===== src/rtl/fuzzy_sweep_seq.sv =====
// rtl/fuzzy_sweep_seq.sv - 2-D input sweep sequencer for Fuzzy_1 surface extraction
// Steps Entrada_01/02 over a clamped grid, settles, then streams saida_defuzzy samples.
module fuzzy_sweep_seq #(
  parameter int unsigned STEP       = 1,
  parameter int unsigned SETTLE_CYC = 14,
  parameter logic [7:0]  MIN_VAL    = 8'd1,
  parameter logic [7:0]  MAX_VAL    = 8'd254
) (
  input  logic        clk_0,
  input  logic        Srst,
  input  logic        start,
  input  logic        abort,
  output logic [7:0]  Entrada_01,
  output logic [7:0]  Entrada_02,
  input  logic [7:0]  saida_defuzzy,
  output logic [7:0]  res_data,
  output logic        res_valid,
  input  logic        res_ready,
  output logic        res_last,
  output logic [16:0] pt_cnt,
  output logic        busy,
  output logic        done
);

  localparam int CW = (SETTLE_CYC > 1) ? $clog2(SETTLE_CYC) : 1;
  localparam logic [CW-1:0] CNT_LOAD = CW'(SETTLE_CYC - 1);
  localparam logic [10:0]   STEP_W   = 11'(STEP);
  localparam logic [10:0]   GRID_MAX = 11'd256;

  typedef enum logic [1:0] {S_IDLE, S_SETTLE, S_EMIT, S_DONE} state_t;

  state_t        state_q, state_d;
  logic [9:0]    i_q, i_d, j_q, j_d;
  logic [7:0]    e1_q, e1_d, e2_q, e2_d;
  logic [7:0]    data_q, data_d;
  logic          valid_q, valid_d, last_q, last_d;
  logic [16:0]   pt_q, pt_d;
  logic [CW-1:0] cnt_q, cnt_d;
  logic [10:0]   i_step, j_step;
  logic          i_end, j_end;

  function automatic logic [7:0] clamp(input logic [9:0] v);
    if (v < {2'b00, MIN_VAL}) return MIN_VAL;
    if (v > {2'b00, MAX_VAL}) return MAX_VAL;
    return v[7:0];
  endfunction

  // 11-bit sums so the "past 256" test never wraps for any legal STEP.
  assign i_step = {1'b0, i_q} + STEP_W;
  assign j_step = {1'b0, j_q} + STEP_W;
  assign i_end  = i_step > GRID_MAX;
  assign j_end  = j_step > GRID_MAX;

  always_ff @(posedge clk_0 or posedge Srst) begin
    if (Srst) begin
      state_q <= S_IDLE;
      i_q     <= '0;
      j_q     <= '0;
      e1_q    <= MIN_VAL;
      e2_q    <= MIN_VAL;
      data_q  <= '0;
      valid_q <= 1'b0;
      last_q  <= 1'b0;
      pt_q    <= '0;
      cnt_q   <= '0;
    end else begin
      state_q <= state_d;
      i_q     <= i_d;
      j_q     <= j_d;
      e1_q    <= e1_d;
      e2_q    <= e2_d;
      data_q  <= data_d;
      valid_q <= valid_d;
      last_q  <= last_d;
      pt_q    <= pt_d;
      cnt_q   <= cnt_d;
    end
  end

  always_comb begin
    state_d = state_q;
    i_d     = i_q;
    j_d     = j_q;
    e1_d    = e1_q;
    e2_d    = e2_q;
    data_d  = data_q;
    valid_d = valid_q;
    last_d  = last_q;
    pt_d    = pt_q;
    cnt_d   = cnt_q;
    if (abort) begin
      state_d = S_IDLE;
      valid_d = 1'b0;
      last_d  = 1'b0;
    end else begin
      case (state_q)
        S_IDLE, S_DONE: begin
          if (start) begin
            state_d = S_SETTLE;
            i_d     = '0;
            j_d     = '0;
            e1_d    = clamp(10'd0);
            e2_d    = clamp(10'd0);
            pt_d    = '0;
            cnt_d   = CNT_LOAD;
          end
        end
        S_SETTLE: begin
          if (cnt_q == '0) begin
            data_d  = saida_defuzzy;
            valid_d = 1'b1;
            last_d  = i_end && j_end;
            state_d = S_EMIT;
          end else begin
            cnt_d = cnt_q - CW'(1);
          end
        end
        S_EMIT: begin
          if (valid_q && res_ready) begin
            valid_d = 1'b0;
            pt_d    = pt_q + 17'd1;
            if (last_q) begin
              state_d = S_DONE;
            end else begin
              if (!j_end) begin
                j_d = j_step[9:0];
              end else begin
                j_d = '0;
                i_d = i_step[9:0];
              end
              e1_d    = clamp(i_d);
              e2_d    = clamp(j_d);
              cnt_d   = CNT_LOAD;
              state_d = S_SETTLE;
            end
          end
        end
        default: state_d = S_IDLE;
      endcase
    end
  end

  assign Entrada_01 = e1_q;
  assign Entrada_02 = e2_q;
  assign res_data   = data_q;
  assign res_valid  = valid_q;
  assign res_last   = last_q;
  assign pt_cnt     = pt_q;
  assign busy       = (state_q == S_SETTLE) || (state_q == S_EMIT);
  assign done       = (state_q == S_DONE);

endmodule


===== config.mk =====
export PLATFORM = sky130hd
export DESIGN_NAME = fuzzy_sweep_seq
export DESIGN_NICKNAME = d
export VERILOG_FILES = /design/src/rtl/fuzzy_sweep_seq.sv
export SDC_FILE = /design/constraint.sdc
export NUM_CORES = 1
export LEC_CHECK = 0
export ABC_AREA = 1
export ABC_CLOCK_PERIOD_IN_PS = 3130
export CAP_MARGIN = 20
export CORE_MARGIN = 2
export CORE_UTILIZATION = 61
export DETAILED_ROUTE_END_ITERATION = 8
export DONT_BUFFER_PORTS = 1
export PLACE_DENSITY = 0.77
export SYNTH_ARGS = -nofsm -noshare
export SYNTH_HDL_FRONTEND = slang
export SYNTH_SLANG_ARGS = --single-unit

===== constraint.sdc =====
create_clock -name clk_0 -period 3.13 [get_ports clk_0]
set_clock_uncertainty 0.15 [all_clocks]
set_input_delay 0.4695 -clock clk_0 [delete_from_list [all_inputs] [get_ports clk_0]]
set_output_delay 0.4695 -clock clk_0 [all_outputs]
set_load 0.02 [all_outputs]

; ---- Word-level counts from Yosys, hierarchy flattened
; Cells that the tools add are included.
[word_totals]
reg_bits = 69
latchBits = 0
mem_bits_rw = 0
romBits = 0
out_inout_bits = 45
elab_cells = 123
mem_count = 0
[op_classes]
addsub = 4
n_mul = 0
n_div = 0
order_cmp = 6
eq_ne = 10
n_shift = 0
n_mux = 75
bitwise_logic = 1
reduce_logical = 17
[op_table]
columns = cell, n
row1 = 10-bit two-way mux, 15
row2 = 8-bit two-way mux, 13
row3 = 10-bit one-hot mux with 2 select lines, 2
row4 = 17-bit two-way mux, 2
row5 = 17-bit one-hot mux with 2 select lines, 1
row6 = 8-bit one-hot mux with 2 select lines, 2
row7 = 1-bit two-way mux, 28
row8 = "10-bit by 1-bit adder with 11-bit output, second input constant", 2
row9 = "11-bit by 9-bit greater-than comparator with 1-bit output, second input constant", 2
row10 = "10-bit by 8-bit greater-than comparator with 1-bit output, second input constant", 2
row11 = "10-bit by 1-bit less-than comparator with 1-bit output, second input constant", 2
row12 = "17-bit by 1-bit adder with 17-bit output, second input constant", 1
row13 = 4-bit two-way mux, 4
row14 = 4-bit one-hot mux with 3 select lines, 1
row15 = 2-bit two-way mux, 5
row16 = 5-bit AND reduction, 2
row17 = "3-bit != test, second input constant", 3
row18 = 3-bit AND reduction, 3
row19 = "2-bit != test, second input constant", 4
row20 = 2-bit one-hot mux with 3 select lines, 1
row21 = 2-bit nonzero test, 3
row22 = "2-bit equality test, second input constant", 2
row23 = 4-bit zero test, 1
row24 = 4-bit AND reduction, 1
row25 = 10 further kinds, 11

; ---- Logic depth before layout (Yosys ltp)
; Gate-level depths: netlist (run 1).
[depth]
depth_word = 23
depth_mapped = 18
depth_no_buf = 18

; ---- Worst setup path before layout (run 1)
; Ideal clock, no wire load.
[synth_timing]
path_type = reg-to-reg
startpoint = reg state_q[0]
endpoint = reg pt_q[15] (netlist: pt_cnt[15])
setup_time_ns = 0.123
t_arrival_ns = 2.272
required_time_ns = 2.857
setup_slack_ns = 0.585
stages_incl_launch_ff = 16
path_buffers = 0
synth_period_minus_slack_ns = 2.545
cell_sequence = dfrtp_1 inv_1 ha_1 inv_1 or2_2 nand2_1 inv_1 nand2_2 nor3_1 nand3_1 nor2_1 nand3_1 nor2_1 nand3_1 o21ai_0 a21oi_1
[synth_via]
elab_chain_cells = 4
word_cells_on_any_way = 9
cone_classes = eq/ne (4) / mux (1) / reduce/logical (4)
[synth_lines]
columns = element, line
row1 = start: declaration, 32  ; state_t state_q, state_d;
row2 = start signal: assignment, 67  ; state_q <= state_d;
row3 = 2-bit equality test / 2-bit zero test (equally long branches), 96  ; case (state_q)
row4 = 2-bit OR reduction, 96
row5 = 2-bit != test (no source line) / 2-bit nonzero test (equally long branches), -
row6 = 4-bit AND reduction (no source line), -
row7 = end signal: assignment, 75  ; pt_q <= pt_d;
row8 = end: declaration, 37  ; logic [16:0] pt_q, pt_d;
; Several ways; a longest one is shown, not always the timed one.
; A chain may end at the register's enable or synchronous reset.

; ---- Worst setup path in the final report (run 1)
[layout_timing]
startpoint = reg state_q[0]
endpoint = reg pt_q[16] (netlist: pt_cnt[16])
; The elaborated chain is that of the path after synthesis.

==> summary.txt, run 1 <==
Synthesis
  – Register area share after synthesis: 43.6%
  – Synth top area cells: dfrtp_1 (42%), nand2_1 (12%), inv_1 (7.0%)
  – Syn Inst Count: 509
  – Yosys reg bits: 69
  – Mapped Avg Cell Area: 7.80 sq um
  – Yosys top cell area share: 42.2%
  – Synth warn: 0
  – Yosys cell types: 36
  – Area leader, netlist: dfrtp_1
  – Top FF cell, synth: dfrtp_1
  – Cell Area, Synth: 0.00397 sq mm
  – Post-synth EDFFs: 0
  – Async SR Flop Fraction: 100%
  – Syn nets: 529

Layout
  – Area Growth Syn to Fin: 8.98%
  – Area of the multi-input gates: 0.00192 sq mm
  – Antenna cells: 0
  – Fill cells: 546
  – # nets final: 542
  – Cell area after layout: 0.00433 sq mm
  – Storage cell area: 0.00173 sq mm
  – Layout cells sized above 1: 15.0%

Pwr
  – Maximum vdd drop: 513 uV
  – Pleak: 2.10 nW
  – Pwr per Cell Area: 532 mW/mm^2

Setup path
  – CP Class: reg2reg
  – Crit. End Element: flop
  – Crit path DAT: 2920 ps
  – Worst R2R Setup Slack: 310 ps
  – Nature of the critical path startpoint: flop
  – Maximum fanout along the worst path: 10
  – CP Data Required Time: 3220 ps

GRT
  – First-pass GRT wire length: 15100 um
  – Vias in the first global route: 3397
  – Initial antenna violation count: 0
  – Remaining Overflow, GRT: 0
  – Gr usage total: 26.2%
  – Largest net degree at the start of global routing: 41

CTS
  – Clk sinks: 69
  – Htree depth: 3
  – Clock Root Buffer: clkbuf_8
  – Post-CTS Hold Buffers: 0
  – CTS buffer count: 9
  – Register clock-pin slew on the reported worst setup and hold paths: 90 ps
  – CTS Buffer Depth: 2
  – CTS tree: done
  – Worst skew pair latency: 350 ps

STA
  – RSZ-0062 raised after global routing: no
  – Fin Setup TNS: 0 ps
  – Fmax: 0.354 GHz
  – Hold slack final: -11.8 ps
  – Fin crit period: 2820 ps
  – Pins over their slew limit: 0
  – Relative slew slack: 46.4%
  – Worst-Margin Slew: 803 ps
  – Fin crit share: 90.2%
  – Fin. Hold Viols: 3
  – # setup viols final: 0

Route
  – DRC Markers: 0
  – Via-per-instance ratio: 5.57
  – Wire per inst: 14.6 um
  – Vias post-DR: 3367
  – Iteration-0 DRC Markers: 163
  – Routed Antenna Nets: 0
  – First-pass detailed-route iteration total: 5
  – DRT Wirelength: 8800 um

Job
  – Max-cap viol count: 0

Place
  – Detailed placement HPWL: 6500 um
  – Post-DP Area: 0.00410 sq mm
  – Final GP Congestion: 0.872
  – IO buf count: 0

Die
  – Row count: 29
  – Starting Density: 62.9%
  – Die ar.: 0.00717 sq mm
  – I/O pin total: 58
  – Die width: 84.7 um
  – Die height: 84.7 um
  – Total core area: 0.00631 sq mm

Status
  – Failing checks: hold timing
  – Status: finished, violations left

Hold path
  – Worst Hold Class: in2async
-- placed cells by master, fill, tap and decap left out, types with 3 or more instances in the layout --
cell,n
nand3_2,6
or2_2,4
o21ai_0,23
a211oi_1,3
ha_1,7
nor2_2,4
buf_4,7
nand2_4,3
nand2_1,129
nor2_4,6
nand4_1,6
o21a_1,3
o22ai_1,13
inv_1,73
nor2_1,34
dfrtp_1,67
o211ai_1,3
nor3_1,13
nand2_2,15
clkbuf_8,9
xor2_1,5
nand3_1,42
a21oi_1,19
mux2_2,8
-- kinds of logic (layout without fill, tap and decap cells) --
logic type	count (synthesis)	after routing	synth area share (%)
simple gates	270	270	32.7
buf+inv	83	101	8.23
flops	69	69	43.6
compound gates	66	66	9.68
mux	8	8	2.27
fa+ha+maj	7	7	2.21
xor+xnor	6	6	1.32
-- where the power goes --
part | internal, W | total [W] | switching, W
registers | 0.000963 | 0.00107 | 0.000107
clock network | 0.000452 | 0.000812 | 0.000360
logic | 0.000134 | 0.000421 | 0.000286
-- through the flow --
step | instances | hold WS [ps] | setup slack (ps) | util, % | total power [W]
floorplan | 509 | 348 | 585 | - | 0.00138
global placement | 588 | 370 | 413 | 64.9 | 0.00149
detailed placement | 588 | 374 | 339 | 64.9 | 0.00150
CTS | 604 | 19.8 | 313 | 68.4 | 0.00231
global route | 604 | 65.4 | 8.96 | 68.5 | 0.00242
finish | 604 | -11.8 | 306 | 68.5 | 0.00230
-- state kept, by name (all words and copies together) (netlist names) --
signal / count
res_data: 8
i_q: 10
j_q: 10
res_last: 1
state_q: 2
cnt_q: 4
pt_cnt: 17
Entrada_01: 8
res_valid: 1
Entrada_02: 8
-- Yosys cell counts, types with 3 or more instances --
cell        n
o22ai_1    13
nor2_1     34
nand4_1     6
nor2_4      6
ha_1        7
nand2_1   129
a21oi_1    19
inv_1      74
nand3_1    42
nand2_2    15
nor3_1     14
nand3_2     6
or2_2       4
dfrtp_1    67
o21a_1      3
xor2_1      5
nand2_4     3
clkbuf_1    4
o21ai_0    23
o211ai_1    3
a211oi_1    3
mux2_2      8
nor2_2      4
-- path summary, 6_finish.rpt --
| kind | start | to | cells past startpoint |
|---|---|---|---|
| worst max-delay path | state_q[0]$_DFFE_PP0P_ | pt_cnt[16]$_DFFE_PP0P_ | 16 |
| worst min-delay path | Srst | res_data[1]$_DFFE_PP0P_ | 1 |
| worst max register to register | state_q[0]$_DFFE_PP0P_ | pt_cnt[16]$_DFFE_PP0P_ | 16 |
| worst min register to register | j_q[9]$_DFFE_PP0P_ | j_q[9]$_DFFE_PP0P_ | 2 |
| max in group asynchronous | Srst | state_q[0]$_DFFE_PP0P_ | 2 |
| min in group clk_0 | saida_defuzzy[7] | res_data[7]$_DFFE_PP0P_ | 1 |
-- timing repair --
action                                  4_1_cts  5_1_grt
setup buffers                                 0        0
endpoints found under the setup margin        0        2
gates resized for setup                       0        1
-- routing by layer --
metal,GRT usage (%),wire length [um],vias up
li1,-,-,1679
met1,31.7,3720,1569
met2,44.7,4350,98
met3,5.41,497,21
met4,12.3,228,0
met5,0,0,-
-- final cells by class --
| cell class | instances | share of cell area (%) |
|---|---|---|
| Tap cell | 77 | 2.23 |
| Inverter | 78 | 7.09 |
| Timing Repair Buffer | 7 | 1.21 |
| Sequential cell | 69 | 40.0 |
| Clock inverter | 7 | 2.29 |
| Clock buffer | 9 | 2.86 |
| Multi-Input combinational cell | 357 | 44.3 |
-- worst max-delay path, cell delays in order (launching register included) --
cell and delay (ps):
dfrtp_1 390, inv_1 70, ha_1 300, inv_1 180, or2_2 160, nand2_1 60, inv_1 60, nand2_2 110
inv_1 130, nand2_1 60, nor2_1 180, and3_1 220, nand2_1 90, nor2_1 180, nand3_1 120, o21ai_0 190
a21oi_1 60
(Power assumes the default switching activity.)
==> run 2, diff against run 1 <==
Settings changed: CTS_CLUSTER_SIZE set to 12.
==> results of run 2 <==
Final layout, timing and power as in run 1 (identical DEF).
==> run 3, diff against run 2 <==
Settings changed: GPL_TIMING_DRIVEN set to 0, SKIP_LAST_GASP set to 1.
==> run 3 against run 2 <==
- sequential cell count stayed put
- die area stayed put
- critical endpoint is now j_q[0]$_DFFE_PP0P_
- maximum frequency is 4.1% lower
- first-iteration DRC count is 64% higher
- largest cell class unchanged
- the flow now finishes without violations
- via count is 1.9% higher
- register-to-register slack worse by 120 ps
- highest routed layer unchanged
- worst setup slack worse by 120 ps
==> summary.txt, run 3 (synthesis results as in run 1) <==
Layout
  – Final Util: 68.3%
  – Layout cells sized above 1: 14.6%
  – Antenna cells: 0
  – Commonest cells after routing, fill and taps aside: nand2_1 (129), inv_1 (73), dfrtp_1 (67), nand3_1 (42), nor2_1 (32)
  – Cell area after layout: 0.00431 sq mm
  – Max FFs per register: 17
  – Commonest non-fill, non-tap cell in the layout: nand2_1
  – Area Growth Syn to Fin: 8.67%
  – Fill cells: 552
  – # nets final: 541

Status
  – Status: completed

CTS
  – Htree depth: 3
  – Clock Root Buffer: clkbuf_8
  – CTS buffer count: 9
  – Postcts setup bufs: 0
  – Post-CTS Hold Buffers: 0
  – Register clock-pin slew on the reported worst setup and hold paths: 90 ps
  – CTS tree: done
  – CTS Buffer Depth: 2
  – PostCTS Resize Cnt: 0
  – Worst skew pair latency: 360 ps
  – Clk sinks: 69

Setup path
  – CP Data Required Time: 3200 ps
  – Crit path DAT: 3010 ps
  – Nature of the critical path startpoint: flop
  – Crit. End Element: flop
  – Maximum fanout along the worst path: 10
  – CP Class: reg2reg

GRT
  – First-pass GRT wire length: 15300 um
  – Met3 usage: 4.42%
  – Remaining Overflow, GRT: 0
  – Routing usage on met1: 36.1%
  – Grt peak-use layer: met2
  – Largest net degree at the start of global routing: 70
  – Met2 usage: 44.0%
  – Initial antenna violation count: 0
  – Vias in the first global route: 3238
  – Gr usage total: 27.0%

STA
  – RSZ-0062 raised after global routing: yes
  – Worst-Margin Slew: 859 ps
  – Fin. Hold Viols: 0
  – Fin crit period: 2940 ps
  – Hold slack final: 4.66 ps
  – Fin crit share: 94.0%
  – Fmax: 0.340 GHz
  – Relative slew slack: 42.7%
  – # setup viols final: 0
  – Pins over their slew limit: 0

Route
  – Iteration-0 DRC Markers: 267
  – Vias post-DR: 3431
  – DRT Wirelength: 9180 um
  – Wire per inst: 15.2 um
  – First-pass detailed-route iteration total: 8
  – Via-per-instance ratio: 5.69
  – DRC Markers: 0
  – Routed Antenna Nets: 0

Place
  – Final GP Congestion: 0.902
  – Detailed placement HPWL: 6550 um
  – IO buf count: 0
  – Post-DP Area: 0.00407 sq mm

Pwr
  – Pwr per Cell Area: 544 mW/mm^2
  – Pleak: 2.09 nW
  – Maximum vdd drop: 569 uV

Die
  – Row count: 29
  – Starting Density: 62.9%
  – I/O pin total: 58
  – Die height: 84.7 um
  – Die width: 84.7 um
  – Total core area: 0.00631 sq mm
  – Die ar.: 0.00717 sq mm

Job
  – Max-cap viol count: 0

Hold path
  – Worst Hold Class: in2async
run 3: path summary, 6_finish.rpt:
check,slack (ps),from,cells after the start,endpoint
setup / recovery,190,state_q[0]$_DFFE_PP0P_,13,j_q[0]$_DFFE_PP0P_
hold / removal,5,Srst,1,res_data[6]$_DFFE_PP0P_
setup reg to reg,190,state_q[0]$_DFFE_PP0P_,13,j_q[0]$_DFFE_PP0P_
hold reg to reg,390,j_q[9]$_DFFE_PP0P_,2,j_q[9]$_DFFE_PP0P_
max in group asynchronous,2270,Srst,1,j_q[9]$_DFFE_PP0P_
min in group clk_0,100,saida_defuzzy[3],1,res_data[3]$_DFFE_PP0P_
run 3: layout make-up:
| cell class | count | area [sq um] | share of cell area [%] |
|---|---|---|---|
| well taps | 77 | 96.3 | 2.23 |
| multi-input cells | 357 | 1920 | 44.6 |
| inverters | 78 | 309 | 7.17 |
| plain buffers | 5 | 20.0 | 0.464 |
| repair buffers | 1 | 7.51 | 0.174 |
| clock inverters | 7 | 104 | 2.41 |
| clock buffers | 9 | 124 | 2.87 |
| flip-flops and latches | 69 | 1730 | 40.1 |
run 3: metrics by stage:
step | total power [W] | instances | setup TNS (ps) | setup slack, ps
global route | 0.00245 | 603 | -30.1 | -30.1
CTS | 0.00234 | 602 | 0 | 98.6
floorplan | 0.00138 | 509 | 0 | 585
detailed placement | 0.00150 | 586 | 0 | 125
global placement | 0.00148 | 586 | 0 | 63.4
finish | 0.00235 | 603 | 0 | 186
run 3: routing by layer:
metal	share of wire (%)	vias up
li1	-	1671
met2	49	103
met1	45	1645
met4	1.4	0
met3	5.2	12
met5	0	-
run 3: report_power, final:
group          internal (W)  total (W)  switching [W]
registers          0.000963    0.00107       0.000107
clock network      0.000461   0.000852       0.000391
logic              0.000126   0.000424       0.000297
total               0.00155    0.00235       0.000795
run 3: critical path, stage by stage, from the launching register on:
cell and delay, ps:
dfrtp_1 390, inv_1 70, ha_1 300, inv_1 120
or2_2 310, nand2_1 90, inv_1 50, nand2_2 170
inv_1 110, nand2_1 110, nor2_2 90, bufinv_8 240
clkbuf_1 410, o22ai_1 170
